$ cat src/rtl/rnc_input_feeder_pkg.sv
// Shared types for the RANC input feeder: packet layout and tick-sequencer states.
package rnc_input_feeder_pkg;

  localparam int RNC_PACKET_WIDTH = 30;

  // Routing packet as seen on the grid west port, MSB first.
  typedef struct packed {
    logic signed [8:0] dx;
    logic signed [8:0] dy;
    logic [7:0]        axon;
    logic [3:0]        tick;
  } rnc_packet_t;

  typedef enum logic [2:0] {
    ST_IDLE   = 3'd0,
    ST_DRAIN  = 3'd1,
    ST_SETTLE = 3'd2,
    ST_TICK   = 3'd3,
    ST_GAP    = 3'd4
  } feeder_state_e;

  function automatic int cnt_w(input int n);
    return $clog2(n) + 1;
  endfunction

endpackage

$ cat src/rtl/rnc_input_feeder_sync_fifo.sv
// First-word-fall-through synchronous FIFO with a registered head and occupancy count.
module rnc_input_feeder_sync_fifo #(
  parameter int WIDTH = 30,
  parameter int DEPTH = 64
) (
  input  logic                     clk,
  input  logic                     reset,
  input  logic                     push_i,
  input  logic                     pop_i,
  input  logic [WIDTH-1:0]         data_i,
  output logic [WIDTH-1:0]         data_o,
  output logic                     empty_o,
  output logic [$clog2(DEPTH):0]   count_o,
  output logic                     full_next_o
);

  localparam int AW = $clog2(DEPTH);
  localparam int CW = AW + 1;

  logic [WIDTH-1:0] mem [DEPTH];
  logic [AW-1:0]    rd_q, rd_d, wr_q, wr_d;
  logic [CW-1:0]    count_q, count_d, remain;
  logic [WIDTH-1:0] head_q, head_d;
  logic             empty_q;
  logic             push_ok, pop_ok;

  assign push_ok = push_i && (count_q != CW'(DEPTH));
  assign pop_ok  = pop_i && !empty_q;

  // The head register is reloaded with whatever will be at the front after this edge;
  // when no older entry survives the pop, the word being pushed becomes the head.
  always_comb begin
    rd_d    = rd_q;
    wr_d    = wr_q;
    head_d  = head_q;
    if (push_ok) wr_d = wr_q + AW'(1);
    if (pop_ok)  rd_d = rd_q + AW'(1);
    count_d = count_q + CW'(push_ok) - CW'(pop_ok);
    remain  = count_q - CW'(pop_ok);
    if (remain != '0)  head_d = mem[rd_d];
    else if (push_ok)  head_d = data_i;
  end

  always_ff @(posedge clk) begin
    if (push_ok) mem[wr_q] <= data_i;
  end

  always_ff @(posedge clk) begin
    if (reset) begin
      rd_q    <= '0;
      wr_q    <= '0;
      count_q <= '0;
      head_q  <= '0;
      empty_q <= 1'b1;
    end else begin
      rd_q    <= rd_d;
      wr_q    <= wr_d;
      count_q <= count_d;
      head_q  <= head_d;
      empty_q <= (count_d == '0);
    end
  end

  assign data_o      = head_q;
  assign empty_o     = empty_q;
  assign count_o     = count_q;
  assign full_next_o = (count_d == CW'(DEPTH));

endmodule

$ cat src/rtl/rnc_input_feeder.sv
// Host-to-grid packet feeder: FWFT packet buffer plus the frame/tick sequencer
// (drain, settle, one-cycle tick, then a hold-off window for neuron processing).
module rnc_input_feeder
  import rnc_input_feeder_pkg::*;
#(
  parameter int PACKET_WIDTH    = RNC_PACKET_WIDTH,
  parameter int FIFO_DEPTH      = 64,
  parameter int SETTLE_CYCLES   = 4,
  parameter int TICK_GAP_CYCLES = 300,
  parameter int TICK_CNT_W      = 16
) (
  input  logic                        clk,
  input  logic                        reset,
  input  logic                        in_valid,
  output logic                        in_ready,
  input  logic [PACKET_WIDTH-1:0]     in_packet,
  input  logic                        tick_req,
  output logic [PACKET_WIDTH-1:0]     packet_out,
  output logic                        buffer_empty,
  input  logic                        ren,
  input  logic                        grid_drained,
  output logic                        tick,
  output logic                        busy,
  output logic [TICK_CNT_W-1:0]       tick_count,
  output logic [$clog2(FIFO_DEPTH):0] fifo_count,
  output logic                        underflow_error
);

  localparam int SW = cnt_w(SETTLE_CYCLES);
  localparam int GW = cnt_w(TICK_GAP_CYCLES);

  feeder_state_e         state_q, state_d;
  logic [SW-1:0]         settle_q, settle_d;
  logic [GW-1:0]         gap_q, gap_d;
  logic                  in_ready_q, tick_q, busy_q, underflow_q;
  logic [TICK_CNT_W-1:0] tick_count_q;
  logic                  full_next;

  rnc_input_feeder_sync_fifo #(
    .WIDTH (PACKET_WIDTH),
    .DEPTH (FIFO_DEPTH)
  ) u_fifo (
    .clk         (clk),
    .reset       (reset),
    .push_i      (in_valid && in_ready_q),
    .pop_i       (ren),
    .data_i      (in_packet),
    .data_o      (packet_out),
    .empty_o     (buffer_empty),
    .count_o     (fifo_count),
    .full_next_o (full_next)
  );

  always_comb begin
    state_d  = state_q;
    settle_d = settle_q;
    gap_d    = gap_q;
    unique case (state_q)
      ST_IDLE:   if (tick_req) state_d = ST_DRAIN;
      ST_DRAIN:  if (buffer_empty && grid_drained) begin
                   state_d  = ST_SETTLE;
                   settle_d = '0;
                 end
      // Any dip in grid_drained restarts the wait from DRAIN.
      ST_SETTLE: if (!grid_drained)                          state_d  = ST_DRAIN;
                 else if (settle_q == SW'(SETTLE_CYCLES - 1)) state_d  = ST_TICK;
                 else                                         settle_d = settle_q + SW'(1);
      ST_TICK:   begin
                   state_d = ST_GAP;
                   gap_d   = '0;
                 end
      ST_GAP:    if (gap_q == GW'(TICK_GAP_CYCLES - 1)) state_d = ST_IDLE;
                 else                                     gap_d   = gap_q + GW'(1);
      default:   state_d = ST_IDLE;
    endcase
  end

  // Outputs are registered from the next state so they line up with the state they describe.
  always_ff @(posedge clk) begin
    if (reset) begin
      state_q      <= ST_IDLE;
      settle_q     <= '0;
      gap_q        <= '0;
      in_ready_q   <= 1'b1;
      tick_q       <= 1'b0;
      busy_q       <= 1'b0;
      tick_count_q <= '0;
      underflow_q  <= 1'b0;
    end else begin
      state_q      <= state_d;
      settle_q     <= settle_d;
      gap_q        <= gap_d;
      in_ready_q   <= (state_d == ST_IDLE) && !full_next;
      tick_q       <= (state_d == ST_TICK);
      busy_q       <= (state_d != ST_IDLE);
      tick_count_q <= tick_count_q + TICK_CNT_W'(state_d == ST_TICK);
      if (ren && buffer_empty) underflow_q <= 1'b1;
    end
  end

  assign in_ready        = in_ready_q;
  assign tick            = tick_q;
  assign busy            = busy_q;
  assign tick_count      = tick_count_q;
  assign underflow_error = underflow_q;

endmodule
$ cat config.mk
export PLATFORM = sky130hd
export DESIGN_NAME = rnc_input_feeder
export DESIGN_NICKNAME = d
export VERILOG_FILES = /design/src/rtl/rnc_input_feeder_pkg.sv /design/src/rtl/rnc_input_feeder_sync_fifo.sv /design/src/rtl/rnc_input_feeder.sv
export SDC_FILE = /design/constraint.sdc
export NUM_CORES = 2
export LEC_CHECK = 0
export CAP_MARGIN = 0
export CORE_ASPECT_RATIO = 1.4
export CORE_MARGIN = 2
export CORE_UTILIZATION = 45
export CTS_CLUSTER_DIAMETER = 60
export CTS_CLUSTER_SIZE = 12
export DETAILED_ROUTE_END_ITERATION = 8
export SETUP_SLACK_MARGIN = 0.05
export SYNTH_ARGS = -nofsm -noshare
export SYNTH_HDL_FRONTEND = slang
export SYNTH_HIERARCHICAL = 1
export SYNTH_SLANG_ARGS = --single-unit
$ cat constraint.sdc
create_clock -name clk -period 6.2 [get_ports clk]
set_clock_uncertainty 0.1 [all_clocks]
set_input_delay 1.24 -clock clk [delete_from_list [all_inputs] [get_ports clk]]
set_output_delay 1.24 -clock clk [all_outputs]
set_load 0.02 [all_outputs]
==> metrics.md <==
| Metric | Value |
|---|---|
| Outcome | completed |
| Worst slew pin tran | 1.08 ns |
| Die width | 355 um |
| Routed wire length | approximately 230000 um |
| I/O pins | 94 |
| CP dominant cell by count | buf_4 |
| Via Count | 45088 |
| Yosys warnings | 6 |
| ANT nets after route | 0 |
| Slowest-stage cell, CP | a31oi_1 |
| WL met3 | 20700 um |
| Synth Cell Area | 77700 um^2 |
| DRT met1 WL | 87000 um |
| Syn nets | 4479 |
| Worst path bufs/invs | 7 |
| IO Port Bufs | slightly above 90 |
| RePlAce Congestion | 0.843 |
| Vias in the first global route | approximately 44000 |
| DP HPWL | roughly 140000 um |
| GRT Total Usage | 26.5% |
| Layout cells sized above 1 | between 10% and 20% |
| Core area | 172000 um^2 |
| Avg Vias per Cell | 6.43 |
| Final Setup Violations | 0 |
| CTS H-Tree Depth | 4 |
| Clock tree from TritonCTS | done |
| Largest stage delay, worst path | 0.64 ns |
| Post-synth cell types | 71 |
| Pleak | 27.0 nW |
| Crit path kind | input pin to register |
| CTS Sinks | 2006 |
| Largest net degree at the start of global routing | about 120 |
| Slew Limit Headroom | 27.9% |
| Synth Instances | 4421 |
| Top_reg_cell synth | edfxtp_1 |
| CP Cell Sequence | clkdlybuf4s50_1 -> buf_4 -> nand2b_2 -> inv_4 -> ha_1 -> nand2b_1 -> a2111o_1 -> o31ai_1 -> buf_4 -> a211oi_4 -> buf_4 -> buf_4 -> a221o_1 -> a31oi_1 -> buf_4 -> o311a_1 |
| Post-cts sizing count | 0 |
| Count of state elements after synthesis | 2006 |
| PwrDens | 336 nW/um^2 |
| Period Utilization, post-route | 79.5% |
| VDD IR max | 362 uV |
| Net Sw Frac | between 20% and 30% |
| Max Slew Vio Count | 0 |
| Num CTS Buffers | roughly 190 |
| Number of fill cells | about 14000 |
| First-pass GRT wire length | 331000 um |
| CP max FO | 29 |
| Fin crit period | 4.93 ns |
| Die Span Y | 496 um |
| DR WL/cell | 33.5 um |
| FP Rows | 180 |
| Final hold vios | 0 |
| Initial core utilization | 45.2% |
| Synth Area per Inst | roughly 18 um^2 |
| CP endpoint kind | register |
| Combinational share of power | a little over an eighth |
| GR Overflow Total | 0 |
| Pint | between 20 and 25 mW |
| Initial antenna violation count | 8 |
| Hold Buf Count CTS | 0 |
| RSZ-0062 raised after global routing | no |
| Peak Freq | about 200 MHz |
| Worst Path Arrival | about 5.6 ns |
| CP top delay family | buffers and inverters |
| DIE AREA | around 180000 um^2 |
| Setup TNS | 0 ns |
| Sequential power share | 51.6% |
| DRT Pass-1 Iters | 6 |
| Post CTS Setup Buffer Count | 0 |
| Detailed router's first-iteration violation count | roughly 6400 |
| Worst EP required | 6.87 ns |
| Worst Hold Class | register to register |
| Asr flop ratio synth | 0% |
| Sequential area share after synthesis | 76.4% |
| Most common cell after layout, fill and taps aside | edfxtp_1 |
| Layout area overhead | 13.3% |
| Clk root buf | clkbuf_16 |
| Commonest non-fill, non-tap cells in the layout | 1920 x edfxtp_1, 274 x nand3_1, 213 x a221oi_1, 211 x mux4_2, 207 x o21ai_0 |
| Clock-pin slew on the worst setup and hold paths | roughly 0.06 ns |
| DR DRC count | 0 |
| Max clock buf depth | 3 |
| Clk pwr share | between 30% and 40% |
| Switching pwr | 7.62 mW |
| CP Launch Type | input pin |
| Met2 WL | approximately 120000 um |
| EDFF count, synth | between 1500 and 2000 |
| Fin nets | 4681 |
| MaxCap Viol Count | 0 |
| Hold slack | 0.366 ns |
| Clk Latency, worst-skew pair | 0.85 ns |
| DR top layer | met5 |
metrics by stage:
stage          setup slack (ns)  power [mW]  util, %  area (um^2)  instances
2_1_floorplan              1.46        17.7        -        77700       4421
3_3_place_gp              0.540        19.5     48.2        82800       6711
5_1_grt                    1.26        30.4     51.2        88000       7003
3_5_place_dp              0.522        19.5     48.2        82800       6711
6_report                   1.27        29.6     51.3        88100       7011
4_1_cts                    1.38        29.7     51.2        88000       7002
worst paths after layout:
kind / slack (ns) / to / cells past startpoint / startpoint
max: 1.27 / u_fifo/data_o[9] / 16 / ren
min: 0.37 / settle_q[2] / 2 / settle_q[2]
max reg2reg: 1.43 / u_fifo/data_o[9] / 8 / u_fifo/rd_q[1]
min reg2reg: 0.37 / settle_q[2] / 2 / settle_q[2]
synth_stat cells (all sizes together) (10+ instances only):
cell type	number	area, um^2
edfxtp	1920	57700
nand3	274	1370
o21ai	222	1110
a221oi	213	1870
mux4	211	4750
clkbuf	205	771
nand2	201	754
mux2i	154	1540
nor2	146	548
o22ai	120	751
buf	110	622
a21oi	104	521
a221o	87	871
dfxtp	86	1720
a22oi	59	443
nor3	34	170
a31oi	31	194
o311a	30	300
o221ai	29	254
xor2	22	193
ha	21	263
inv	18	70.1
xnor2	14	141
nand4	13	81.3
nand2b	10	62.6
logic make-up after synthesis:
| group | Yosys count | share of synthesized area, % |
|---|---|---|
| simple gates | 737 | 4.42 |
| buf+inv | 333 | 1.88 |
| flops | 2006 | 76.4 |
| compound gates | 918 | 8.38 |
| xor+xnor | 36 | 0.430 |
| mux | 369 | 8.15 |
| fa+ha+maj | 22 | 0.364 |
per-layer routing:
metal / track usage (%) / up-vias
li1: - / 18585
met1: 34.6 / 23451
met2: 43.5 / 2564
met3: 4.58 / 482
met4: 12.2 / 6
met5: 0 / -
tightest hold or removal path, stage by stage (launching register included):
cell	delay [ns]
dfxtp_1	0.31
nand2_1	0.05
a21oi_1	0.05
state kept, by name (all words and copies together), names as in the netlist, 3 cells and up:
| register | cells |
|---|---|
| tick_count | 16 |
| gap_q | 10 |
| u_fifo/wr_q | 6 |
| u_fifo/mem | 1920 |
| state_q | 3 |
| u_fifo/rd_q | 6 |
| u_fifo/count_o | 7 |
| u_fifo/data_o | 30 |
| settle_q | 3 |
cell type report:
| class | instances | area, um^2 | share of cell area, % |
|---|---|---|---|
| sequential | 2006 | 59400 | 67.4 |
| multi-input combinational | 2082 | 17600 | 19.9 |
| clock buffer | 276 | 5010 | 5.69 |
| timing repair buffer | 330 | 2960 | 3.36 |
| tap | 2275 | 2850 | 3.23 |
| clock inverter | 15 | 213 | 0.242 |
| inverter | 18 | 70.1 | 0.0796 |
| antenna | 9 | 22.5 | 0.0256 |
power groups by stage:
stage          Sequential (mW)  Clock [mW]  Combinational, mW
2_1_floorplan             15.4           0               2.23
3_5_place_dp              15.6           0               3.93
3_3_place_gp              15.6           0               3.92
6_report                  15.3        10.4               3.95
4_1_cts                   15.3        10.5               3.95
5_1_grt                   15.3        11.0               4.18
Power figures use the tool's default switching activity.
